`config.mk`:
```
export PLATFORM = sky130hd
export DESIGN_NAME = aes_step_display
export DESIGN_NICKNAME = d
export VERILOG_FILES = /design/src/rtl/aes_pkg.sv /design/src/rtl/edge_sync.sv /design/src/rtl/aes_step_display.sv
export SDC_FILE = /design/constraint.sdc
export NUM_CORES = 1
export LEC_CHECK = 0
export CAP_MARGIN = 25
export CORE_MARGIN = 2
export CORE_UTILIZATION = 50
export DETAILED_ROUTE_END_ITERATION = 8
export GPL_TIMING_DRIVEN = 0
export HOLD_SLACK_MARGIN = 0.12
export PLACE_DENSITY = 0.83
export SYNTH_ARGS = -nofsm -noshare
export SYNTH_HDL_FRONTEND = slang
export SYNTH_HIERARCHICAL = 1
export SYNTH_SLANG_ARGS = --single-unit
```
`constraint.sdc`:
```
create_clock -name Clkin -period 2.75 [get_ports Clkin]
set_input_delay 0.825 -clock Clkin [delete_from_list [all_inputs] [get_ports Clkin]]
set_output_delay 0.825 -clock Clkin [all_outputs]
set_load 0.05 [all_outputs]
```
`src/rtl/aes_pkg.sv`:
```
// Shared definitions for the AES step-display block: word width and the
// display controller's state encoding.
package aes_pkg;

  localparam int WORD_W = 16;

  typedef enum logic [1:0] {
    IDLE = 2'd0,
    LOAD = 2'd1,
    SHOW = 2'd2,
    HOLD = 2'd3
  } state_e;

endpackage

```
`src/rtl/edge_sync.sv`:
```
// Synchronises an asynchronous level into the Clkin domain and emits a
// registered one-cycle pulse for each rising edge of that level.
// Nothing is reported until the chain holds real samples, so a level that is
// already high when reset releases is not mistaken for a rising edge.
module edge_sync #(
  parameter int SYNC_STAGES = 2
) (
  input  logic Clkin,
  input  logic rst_n,
  input  logic async_in,
  output logic tick
);

  logic [SYNC_STAGES-1:0] sync_q;
  logic                   last_q;
  // fill_q[k] is set once k+1 edges have passed since reset; fill_q[SYNC_STAGES]
  // means last_q now holds a genuine sample of async_in.
  logic [SYNC_STAGES:0]   fill_q;

  // Synchroniser chain, previous-value flop, arming shift register and tick.
  always_ff @(posedge Clkin or negedge rst_n) begin
    if (!rst_n) begin
      sync_q <= '0;
      last_q <= 1'b0;
      fill_q <= '0;
      tick   <= 1'b0;
    end else begin
      sync_q <= {sync_q[SYNC_STAGES-2:0], async_in};
      last_q <= sync_q[SYNC_STAGES-1];
      fill_q <= {fill_q[SYNC_STAGES-1:0], 1'b1};
      tick   <= fill_q[SYNC_STAGES] & sync_q[SYNC_STAGES-1] & ~last_q;
    end
  end

endmodule

```
`src/rtl/aes_step_display.sv`:
```
// Captures DEPTH intermediate AES state words from the cipher core, then
// steps through them one word per slow_clk rising edge for the display.
//
// Input handshake: a word transfers on every Clkin edge where in_valid and
// in_ready are both high. in_ready is a registered decode of the LOAD state,
// so it never depends combinationally on in_valid; the core may hold in_valid
// high with stable in_data for as long as it likes. A start pulse in the same
// cycle cancels the transfer: that word is dropped.
module aes_step_display
  import aes_pkg::*;
#(
  parameter int DEPTH       = 4,
  parameter int SYNC_STAGES = 2,
  parameter int IDX_W       = $clog2(DEPTH)
) (
  input  logic              Clkin,
  input  logic              rst_n,
  input  logic              slow_clk,
  input  logic              start,
  input  logic              in_valid,
  input  logic [WORD_W-1:0] in_data,
  output logic              in_ready,
  output logic [WORD_W-1:0] disp_data,
  output logic [IDX_W-1:0]  disp_idx,
  output logic              disp_valid,
  output logic              done,
  output logic              tick,
  output logic [1:0]        dbg_state
);

  localparam logic [IDX_W-1:0] LAST = IDX_W'(DEPTH - 1);

  state_e             state;
  state_e             state_n;
  logic [IDX_W-1:0]   wptr;
  logic [IDX_W-1:0]   rptr;
  logic [IDX_W-1:0]   rptr_inc;
  logic [WORD_W-1:0]  mem [DEPTH];
  logic               accept;

  assign dbg_state = state;
  assign rptr_inc  = rptr + 1'b1;
  // start wins over a simultaneous handshake.
  assign accept    = in_valid & in_ready & ~start;

  edge_sync #(
    .SYNC_STAGES(SYNC_STAGES)
  ) u_edge_sync (
    .Clkin   (Clkin),
    .rst_n   (rst_n),
    .async_in(slow_clk),
    .tick    (tick)
  );

  // Next-state decode; start overrides everything, including a same-cycle tick.
  always_comb begin
    state_n = state;
    if (start) begin
      state_n = LOAD;
    end else begin
      case (state)
        IDLE:    state_n = IDLE;
        LOAD:    if (accept && wptr == LAST) state_n = SHOW;
        SHOW:    if (tick && rptr == LAST) state_n = HOLD;
        HOLD:    state_n = HOLD;
        default: state_n = IDLE;
      endcase
    end
  end

  // Capture buffer: written only by accepted words while loading.
  always_ff @(posedge Clkin) begin
    if (accept) mem[wptr] <= in_data;
  end

  // State, pointers and registered display outputs.
  always_ff @(posedge Clkin or negedge rst_n) begin
    if (!rst_n) begin
      state      <= IDLE;
      in_ready   <= 1'b0;
      wptr       <= '0;
      rptr       <= '0;
      disp_data  <= '0;
      disp_idx   <= '0;
      disp_valid <= 1'b0;
      done       <= 1'b0;
    end else begin
      state    <= state_n;
      in_ready <= (state_n == LOAD);
      if (start) begin
        wptr       <= '0;
        rptr       <= '0;
        disp_idx   <= '0;
        disp_valid <= 1'b0;
        done       <= 1'b0;
      end else begin
        case (state)
          LOAD: begin
            if (accept) begin
              if (wptr == LAST) begin
                // Word 0 was stored earlier, so it can be shown straight away.
                rptr       <= '0;
                disp_idx   <= '0;
                disp_data  <= mem[0];
                disp_valid <= 1'b1;
              end else begin
                wptr <= wptr + 1'b1;
              end
            end
          end
          SHOW: begin
            if (tick) begin
              if (rptr != LAST) begin
                rptr      <= rptr_inc;
                disp_idx  <= rptr_inc;
                disp_data <= mem[rptr_inc];
              end else begin
                done <= 1'b1;
              end
            end
          end
          default: begin
          end
        endcase
      end
    end
  end

endmodule

```
# After elaboration in Yosys (flattened, before gate mapping)
# Memories as Yosys holds them, arrays and structs flattened.
# Index checks and enable logic that the tools add are counted.
# op_classes
bitwise	6
add_sub_neg	2
muxes	29
eq_ne	17
reduce_logical	15
# ops
cell	count
$mux 16	4
$pmux 16 s2	1
$mux 2	12
$ne 2x2->1 const B	6
$reduce_bool 2->1	6
$mux 1	10
$ne 3x3->1 const B	3
$reduce_and 3->1	3
$eq 2x2->1 const B	4
$pmux 2 s4	1
$reduce_and 6->1	1
$reduce_and 5->1	1
$add 2x1->2 const B	2
$and 1x1->1	4
$eq 2x1->1 const B	2
$pmux 2 s2	1
$ne 3x2->1 const B	1
$reduce_bool 3->1	1
$logic_and 1x1->1	2
$logic_not 2->1	1
$ne 2x1->1 const B	1
$not 1->1	2
# totals
word_cells	81
input_bits	21
ram_bits	64
output_inout_bits	24
mem_count	1
reg_bits	32
# memory_table
name	depth	width	rd	rd_ports_with_merged_regs	write_ports	line	source
mem	4	16	2	0	1	aes_step_display.sv:38	logic [WORD_W-1:0] mem [DEPTH];

# Depth between registers and ports, before layout
# Gate-level depths: netlist of the first run.
# logic_depth
ltp_word	7
mapped_depth	6
depth_no_buf	4

# Hierarchy
# Netlist of the first run, hierarchy kept.
# by_module_without_submodules
module	area_each_um2	instances	seq_area_each_um2	cells_each
aes_step_display	3870.0	1	2547.4	274
edge_sync	187.7	1	175.2	9

# Least setup slack after synthesis of the first run
# No wires, ideal clock.
# synth_timing
path_type	input-to-reg
start	input start
end	memory mem[0][0] (enable)
setup_time_ns	0.389
slack_ns	0.093
n_path_buf	3
path_stages	5
arrival_ns	2.269
t_required_ns	2.361
path_cell_list	buf_2 -> nand3b_1 -> buf_2 -> buf_1 -> nor2_1
# synth_between
elab_chain_len	4
# synth_rtl
element	line	source
start: declaration	aes_step_display.sv:19	input logic start,
$not 1->1 (no line)	-	
$and 1x1->1	aes_step_display.sv:44	assign accept = in_valid & in_ready & ~start;
$mux 1	aes_step_display.sv:73	if (accept) mem[wptr] <= in_data;
$mux 1 (implied by the code)	aes_step_display.sv:73	
end: declaration	aes_step_display.sv:38	
# Every way passes these cells.

# Final worst setup path of the first run
# layout_timing
start	input in_valid
end	memory mem[0][5] (enable)
# layout_between
elab_chain_len	4
# layout_rtl
element	line	source
start: declaration	aes_step_display.sv:20	input logic in_valid,
$and 1x1->1 (2 in series)	aes_step_display.sv:44	
$mux 1	aes_step_display.sv:73	
$mux 1 (implied by the code)	aes_step_display.sv:73	
# Every way passes these cells.

==> results.sh, run 1 <==
export IMPL_status="finished clean"
export IMPL_relSlewSlack_pct=53.9
export IMPL_clk_latency_ps=360
export IMPL_yosys_warnings=6
export IMPL_hold_violations=0
export IMPL_p_leak_uw=0.00164
export IMPL_tns_ps=0
export IMPL_worstPathCellList="clkdlybuf4s50_1 > nand3b_1 > buf_2 > buf_1 > nor2_4"
export IMPL_cts_made_buffers=9
export IMPL_rsz0062_at_grt="false"
export IMPL_yosys_register_bits=96
export IMPL_clkSinkCount=96
export IMPL_globalRouteOverflowTotal=0
export IMPL_area_growth_pct=20.1
export IMPL_synth_avg_cell_area_um2=14.3
export IMPL_finalSetupViolCount=0
export IMPL_utilization_pct=62.4
export IMPL_critPathBufInv=3
export IMPL_grt_first_pass_wirelength_mm=13.9
export IMPL_via_count=2777
export IMPL_worstSetupEndpointType="flop"
export IMPL_core_um2=7810
export IMPL_cts_tree="built"
export IMPL_clock_fmax_mhz=374
export IMPL_path_max_fanout=16
export IMPL_numPortBuffers=43
export IMPL_slowest_delay_ps=580
export IMPL_drive_gt1_share_pct=15.4
export IMPL_hp_class="reg -> reg"
export IMPL_row_count=32
export IMPL_die_x_um=94.1
export IMPL_clock_skew_ps=9.45
export IMPL_reg2reg_slack_ps=490
export IMPL_first_pass_iters=5
export IMPL_fin_nets=366
export IMPL_num_io_pins=45
export IMPL_post_route_min_period_ps=2670
export IMPL_cts_hold_buf=0
export IMPL_die_h_um=94.1
export IMPL_netlist_top_cells_area="edfxtp_1 (47%), dfrtp_1 (20%), mux2_2 (4.4%)"
export IMPL_grt_pass1_vias=2736
export IMPL_ys_seq_area_share_pct=67.1
export IMPL_place_hpwl_mm=6.04
export IMPL_placed_cell_area_um2=4660
export IMPL_cts_path_max_buffers=2
export IMPL_critPathKind="in -> reg"
export IMPL_yosysTopAreaCell="edfxtp_1"
export IMPL_wl_per_cell_um=19.8
export IMPL_antenna_found_initial=0
export IMPL_setup_worst_path_start_class="primary input"
export IMPL_avgViaCountPerCell=6.21
export IMPL_grt_max_degree=33
export IMPL_path_delay_family="buffers and inverters"
export IMPL_ys_types=35
export IMPL_diodes=0
export IMPL_start_util_pct=52.0
export IMPL_synth_area_um2=4060
export IMPL_cap_viol_max_count=0
export IMPL_wl_mm=8.87
export IMPL_dieArea_um2=8850
export IMPL_fin_crit_sh_pct=97.1
export IMPL_powerDensity_nw_per_um2=690
export IMPL_cts_root_buf="clkbuf_8"
export IMPL_required_ps=2750
export IMPL_drt_iter0_drc=321
export IMPL_finalWeightedCongestion=0.833
export IMPL_netlist_area_leader_share_pct=47.4
export IMPL_ir_drop_v=0.000256
export IMPL_arrival_ps=2670
export IMPL_postCtsSetupBuffers=0
export IMPL_ctsHtreeMaxLevel=3
export IMPL_holdWs_ps=365
export IMPL_syn_inst=283
export IMPL_cts_clk_slew_worst_paths_ps=90
export IMPL_drv_slew=0
export IMPL_slowest_stage="clkdlybuf4s50_1"
export IMPL_grt_util_all_layers_pct=21.4
export IMPL_design_area_um2=4870
export IMPL_detail_route_antenna_nets=0
export IMPL_drc=0
export IMPL_syn_num_nets=309
export IMPL_worstMarginPinSlew_ps=691
cell type report:
| type | instances | area (um^2) |
|---|---|---|
| plain buffers | 24 | 116 |
| clock buffers | 9 | 124 |
| clock inverters | 7 | 71.3 |
| fillers | 567 | 2940 |
| inverters | 8 | 30.0 |
| multi-input cells | 155 | 1210 |
| flip-flops and latches | 96 | 2720 |
| well taps | 102 | 128 |
| repair buffers | 46 | 467 |
routing by layer:
metal	routed length (um)	GRT usage (%)
met5	0	0
met4	289	12.0
met3	661	3.21
met2	4390	33.3
met1	3530	28.8
where the power goes:
part           total (uW)  switching, uW  leakage, uW  internal [uW]
clock network         907            485     0.000103            422
logic                 717            466     0.000570            251
registers            1740           75.9     0.000968           1660
what timing repair did:
item | in CTS | in global routing
endpoints found under the hold margin | 0 | 0
gates resized for setup | 2 | 2
endpoints found under the setup margin | 26 | 21
worst reg2reg max path: cells and delay by family (launching register included):
kind                       cells  cell delay [ps]
buffers and inverters          2              710
and+or+nand+nor                1              380
AOI/OAI and AO/OA              2              280
DFF                            1              460
adders and majority gates      1              310
Yosys cell counts:
cell,number
ha_1,5
a21oi_1,23
buf_6,2
o211ai_1,1
nand3_1,3
conb_1,1
inv_1,8
a31o_2,1
nand4b_1,2
edfxtp_1,64
nand2b_1,17
buf_4,1
nor2b_1,1
a221oi_1,1
nor2_1,6
o21a_1,1
and4b_1,1
or4b_2,2
o221ai_1,16
nand3b_1,3
buf_2,6
a31oi_1,1
nand4_1,1
o22ai_1,17
o22a_4,1
and3b_1,1
o31ai_1,16
o21bai_1,1
clkbuf_1,12
dfrtp_1,32
buf_1,3
nand4bb_1,1
o21ai_0,2
mux2_2,16
or4b_1,14
sequential cells by signal, summed over array words and instances, names as in the netlist:
name	cells
disp_valid	1
u_edge_sync/tick	1
dbg_state	2
u_edge_sync/sync_q	2
disp_data	16
in_ready	1
done	1
rptr	2
u_edge_sync/last_q	1
mem	64
wptr	2
u_edge_sync/fill_q	3
stage by stage:
| step | setup WS, ps | std cells | total power (uW) |
|---|---|---|---|
| after floorplan | 92.9 | 283 | 2190 |
| after global placement | -895 | 428 | 2450 |
| after detailed placement | -478 | 431 | 2480 |
| after CTS | 80.7 | 447 | 3370 |
| after global routing | 15.3 | 447 | 3480 |
| final | 79.2 | 447 | 3360 |
cells in the final DEF (no fill, tap or decap), drive strengths merged, types with 16 or more instances in the layout:
master / synthesis / final
clkbuf: 12 / 21
mux2: 16 / 16
buf: 12 / 16
edfxtp: 64 / 64
clkdlybuf4s50: 0 / 42
nand2b: 17 / 17
o221ai: 16 / 16
o22ai: 17 / 17
o31ai: 16 / 16
a21oi: 23 / 23
or4b: 16 / 16
dfrtp: 32 / 32
path summary, 6_finish.rpt:
check | endpoint | depth (start not counted) | from
min | u_edge_sync/fill_q[1]$_DFF_PN0_ | 0 | u_edge_sync/fill_q[0]$_DFF_PN0_
max reg2reg | disp_data[6]$_DFFE_PN0P_ | 6 | rptr[0]$_DFFE_PN0P_
max in group asynchronous | wptr[1]$_DFFE_PN0P_ | 1 | rst_n
min reg2reg | u_edge_sync/fill_q[1]$_DFF_PN0_ | 0 | u_edge_sync/fill_q[0]$_DFF_PN0_
min in group asynchronous | u_edge_sync/last_q$_DFF_PN0_ | 1 | rst_n
max | mem[0][5]$_DFFE_PP_ | 5 | in_valid
kinds of logic (layout without fill, tap and decap cells):
| logic type | after synthesis | count (layout) | synth area share, % |
|---|---|---|---|
| buffers and inverters | 32 | 94 | 3.61 |
| multiplexers | 16 | 16 | 4.44 |
| adder cells (fa/ha/maj) | 5 | 5 | 1.54 |
| other | 1 | 1 | 0.0924 |
| AO/OA/AOI/OAI | 81 | 81 | 13.7 |
| flip-flops | 96 | 96 | 67.1 |
| AND/OR/NAND/NOR | 52 | 52 | 9.53 |
No activity file was read; power rests on OpenSTA's default activity.
==> run 2: changes to the inputs <==
- SLEW_MARGIN: unset -> 5
==> run 2 against run 1 <==
  * Global-route usage increased by 0.16 points
  * Power down 0.20%
  * Sequential power about the same
  * Register-to-register slack is essentially flat
  * Fmax shrank 1.6%
  * Sequential share of layout area grew 0.17 points
==> results.sh, run 2 (synthesis results as in run 1) <==
export IMPL_status="finished clean"
export IMPL_first_pass_iters=5
export IMPL_grt_use_met3_pct=4.01
export IMPL_fin_cells=446
export IMPL_power_uw=3360
export IMPL_final_common_cell="edfxtp_1"
export IMPL_via_count=2718
export IMPL_setup_worst_path_start_class="primary input"
export IMPL_worstMarginPinSlew_ps=703
export IMPL_globalRouteOverflowTotal=0
export IMPL_detail_route_antenna_nets=0
export IMPL_clock_fmax_mhz=369
export IMPL_fin_crit_sh_pct=98.7
export IMPL_area_growth_pct=19.7
export IMPL_cts_root_buf="clkbuf_8"
export IMPL_diodes=0
export IMPL_die_h_um=94.1
export IMPL_r2r_start="rptr[0]$_DFFE_PN0P_"
export IMPL_num_io_pins=45
export IMPL_cts_made_buffers=9
export IMPL_postCtsSetupBuffers=0
export IMPL_gr_max_usage_layer="met2"
export IMPL_fin_nets=365
export IMPL_gr_usage_met2_pct=35.5
export IMPL_drv_slew=0
export IMPL_core_um2=7810
export IMPL_drive_gt1_share_pct=15.1
export IMPL_cts_tree="built"
export IMPL_ctsHtreeMaxLevel=3
export IMPL_required_ps=2820
export IMPL_critPathKind="in -> reg"
export IMPL_grt_max_degree=33
export IMPL_numPortBuffers=43
export IMPL_reg_top3="mem (64), disp_data (16), u_edge_sync/fill_q (3)"
export IMPL_row_count=32
export IMPL_clkSinkCount=96
export IMPL_worstSetupEndpointType="flop"
export IMPL_drc=0
export IMPL_wl_per_cell_um=20.0
export IMPL_clock_skew_ps=8.14
export IMPL_hp_class="reg -> reg"
export IMPL_setup_slack_ps=36.8
export IMPL_largest_register="mem"
export IMPL_grt_util_all_layers_pct=21.5
export IMPL_p_leak_uw=0.00163
export IMPL_finalSetupViolCount=0
export IMPL_clk_latency_ps=360
export IMPL_avgViaCountPerCell=6.09
export IMPL_met1_usage_pct=28.1
export IMPL_worstRegToRegCells=6
export IMPL_drt_iter0_drc=276
export IMPL_grt_first_pass_wirelength_mm=13.9
export IMPL_hold_start="u_edge_sync/fill_q[0]$_DFF_PN0_"
export IMPL_cap_viol_max_count=0
export IMPL_die_x_um=94.1
export IMPL_rsz0062_at_grt="false"
export IMPL_r2r_end="disp_data[5]$_DFFE_PN0P_"
export IMPL_start_util_pct=52.0
export IMPL_post_route_min_period_ps=2710
export IMPL_arrival_ps=2780
export IMPL_antenna_found_initial=0
export IMPL_hold_violations=0
export IMPL_powerDensity_nw_per_um2=691
export IMPL_min_path_cells=0
export IMPL_relSlewSlack_pct=53.2
export IMPL_tns_ps=0
export IMPL_place_hpwl_mm=5.96
export IMPL_grt_pass1_vias=2637
export IMPL_whs_endpoint="u_edge_sync/fill_q[1]$_DFF_PN0_"
export IMPL_largest_reg_flops=64
export IMPL_dieArea_um2=8850
export IMPL_ir_drop_v=0.000311
export IMPL_cts_path_max_buffers=2
export IMPL_layout_common_cells="edfxtp_1 (64), clkdlybuf4s50_1 (42), dfrtp_1 (32)"
export IMPL_wl_mm=8.90
export IMPL_cts_clk_slew_worst_paths_ps=90
export IMPL_utilization_pct=62.2
export IMPL_finalWeightedCongestion=0.833
export IMPL_reg2reg_slack_ps=490
export IMPL_pre_cts_slack_ps=-459
export IMPL_dp_cells=430
export IMPL_path_max_fanout=11
## run 2: routing by layer
layer / part of all wire [%] / vias up
met5: 0 / -
met4: 2.8 / 0
met3: 5.9 / 21
met2: 50 / 130
met1: 41 / 1338
li1: - / 1229
## run 2: power breakdown
part           leakage, uW  internal [uW]  total [uW]  switching, uW
combinational     0.000563            250         717            468
sequential        0.000968           1660        1740           73.5
clock            0.0000952            420         902            483
total              0.00163           2330        3360           1020
## run 2: final cells by class
type | count | area, um^2
inverters | 8 | 30.0
flip-flops and latches | 96 | 2720
well taps | 102 | 128
multi-input cells | 155 | 1210
repair buffers | 45 | 455
clock buffers | 9 | 124
fillers | 599 | 2950
plain buffers | 24 | 116
clock inverters | 7 | 72.6
## run 2: how the worst max path moves through the flow
stage / cells past startpoint / slack [ps] / start / end
floorplan: 5 / 90 / start / mem[0][0]$_DFFE_PP_
global placement: 5 / -890 / in_valid / mem[2][14]$_DFFE_PP_
detailed placement: 5 / -460 / in_valid / mem[1][3]$_DFFE_PP_
CTS: 6 / 80 / in_valid / mem[2][7]$_DFFE_PP_
global route: 6 / 4 / in_valid / mem[2][10]$_DFFE_PP_
finish: 6 / 40 / in_valid / mem[2][7]$_DFFE_PP_
## run 2: repair_timing
| action | CTS | global route |
|---|---|---|
| resized for setup | 2 | 0 |
| setup endpoints to repair | 32 | 0 |
| hold buffers | 0 | 0 |
## run 2: worst max-delay path, stage by stage
cell,delay (ps)
clkdlybuf4s50_1,570
nand3b_1,160
buf_2,230
buf_1,310
nor2_2,450
buf_8,230
## run 2: metrics by stage
step,cell area (um^2),hold slack (ps)
finish,4860,364
global route,4860,384
CTS,4860,369
detailed placement,4650,343
global placement,4620,335
floorplan,4060,331
==> run 3: changes to the inputs <==
- CORE_MARGIN: 2 -> unset
==> run 3 against run 2 <==
  * Clock power grew 6.9%
  * Critical path depth is the same
  * Critical path type unchanged
  * Sequential cell count is the same
  * Largest power group unchanged
  * Global-route usage grew 0.81 points
  * First-iteration DRC count shrank 29%
==> results.sh, run 3 (synthesis results as in run 1) <==
export IMPL_cts_root_buf="clkbuf_8"
export IMPL_dieArea_um2=8480
export IMPL_clk_latency_ps=370
export IMPL_wl_mm=8.86
export IMPL_drv_slew=0
export IMPL_area_growth_pct=20.0
export IMPL_worstPathCellList="clkdlybuf4s50_1 > nand3b_1 > buf_2 > buf_1 > nor2_2 > buf_8"
export IMPL_largest_register="mem"
export IMPL_drc=0
export IMPL_grt_pass1_vias=2851
export IMPL_clkSinkCount=96
export IMPL_relSlewSlack_pct=52.7
export IMPL_via_count=2785
export IMPL_rsz0062_at_grt="false"
export IMPL_finalWeightedCongestion=0.851
export IMPL_reg_top3="mem (64), disp_data (16), u_edge_sync/fill_q (3)"
export IMPL_clock_skew_ps=12.1
export IMPL_holdWs_ps=365
export IMPL_p_leak_uw=0.00164
export IMPL_hold_start="u_edge_sync/fill_q[1]$_DFF_PN0_"
export IMPL_grt_util_all_layers_pct=22.3
export IMPL_wl_per_cell_um=19.9
export IMPL_post_route_min_period_ps=2660
export IMPL_cts_path_max_buffers=2
export IMPL_detail_route_antenna_nets=0
export IMPL_hold_violations=0
export IMPL_required_ps=2830
export IMPL_drive_gt1_share_pct=14.8
export IMPL_numPortBuffers=43
export IMPL_slowest_delay_ps=560
export IMPL_arrival_ps=2740
export IMPL_avgViaCountPerCell=6.24
export IMPL_fin_crit_sh_pct=96.6
export IMPL_diodes=0
export IMPL_hp_class="reg -> reg"
export IMPL_clock_fmax_mhz=376
export IMPL_slowest_stage="clkdlybuf4s50_1"
export IMPL_antenna_found_initial=0
export IMPL_status="finished clean"
export IMPL_drt_iter0_drc=195
export IMPL_crit_path_start="in_valid"
export IMPL_ctsHtreeMaxLevel=3
export IMPL_grt_first_pass_wirelength_mm=14.2
export IMPL_ir_drop_v=0.000368
export IMPL_powerDensity_nw_per_um2=700
export IMPL_worstMarginPinSlew_ps=709
export IMPL_die_x_um=92.1
export IMPL_r2r_start="rptr[0]$_DFFE_PN0P_"
export IMPL_largest_reg_flops=64
export IMPL_num_io_pins=45
export IMPL_cap_viol_max_count=0
export IMPL_start_util_pct=52.0
export IMPL_setup_worst_path_start_class="primary input"
export IMPL_cts_made_buffers=9
export IMPL_globalRouteOverflowTotal=0
export IMPL_utilization_pct=62.4
export IMPL_grt_max_degree=33
export IMPL_cts_clk_slew_worst_paths_ps=90
export IMPL_core_um2=7810
export IMPL_worstSetupEndpointType="flop"
export IMPL_fin_nets=365
export IMPL_finalSetupViolCount=0
export IMPL_place_hpwl_mm=5.85
export IMPL_row_count=32
export IMPL_layout_common_cells="edfxtp_1 (64), clkdlybuf4s50_1 (42), dfrtp_1 (32)"
export IMPL_first_pass_iters=7
export IMPL_critPathKind="in -> reg"
export IMPL_final_common_cell="edfxtp_1"
export IMPL_cts_tree="built"
export IMPL_die_h_um=92.1
export IMPL_power_uw=3410
export IMPL_cts_hold_buf=0
export IMPL_path_max_fanout=11
[run 3: metal layers]
metal	vias up	wire length (um)	part of all wire, %	global-route usage [%]
met5	-	0	0	0
met4	0	296	3.3	10.9
li1	1233	-	-	-
met1	1380	3490	39	28.6
met2	144	4440	50	35.8
met3	28	640	7.2	5.22
[run 3: per-stage QoR]
step | TNS [ps] | instances | instance area [um^2] | setup WS (ps)
2_1_floorplan | 0 | 283 | 4060 | 92.9
3_3_place_gp | -44770 | 428 | 4620 | -865
3_5_place_dp | -16820 | 430 | 4650 | -444
4_1_cts | 0 | 446 | 4870 | 109
5_1_grt | 0 | 446 | 4870 | 19.7
6_report | 0 | 446 | 4870 | 93.6
[run 3: worst paths after layout]
path                                                   end  slack (ps)  cells after the start
max                                    mem[2][7]$_DFFE_PP_          90                      6
min                        u_edge_sync/fill_q[2]$_DFF_PN0_         360                      0
max reg2reg                       disp_data[6]$_DFFE_PN0P_         470                      6
min reg2reg                u_edge_sync/fill_q[2]$_DFF_PN0_         360                      0
max in group asynchronous        disp_data[11]$_DFFE_PN0P_        1790                      1
min in group asynchronous         disp_data[1]$_DFFE_PN0P_         500                      1
[run 3: power breakdown]
group	internal (uW)	switching (uW)	total, uW
combinational	248	461	710
clock	441	523	964
sequential	1660	73.6	1740
total	2350	1060	3410
[run 3: worst max-delay path: cells and delay by family]
family	cells	cell delay, ps
buf+inv	4	1300
simple gates	2	610
[run 3: area by class of cell]
class,instances,area (um^2)
fillers,563,2940
flip-flops and latches,96,2720
multi-input cells,155,1210
repair buffers,45,455
well taps,102,128
clock buffers,9,124
plain buffers,24,116
clock inverters,7,85.1
inverters,8,30.0
[run 3: what timing repair did]
item	in CTS	in global routing
endpoints found under the setup margin	32	0
gates resized for setup	2	0
endpoints found under the hold margin	0	0
setup buffers	0	0
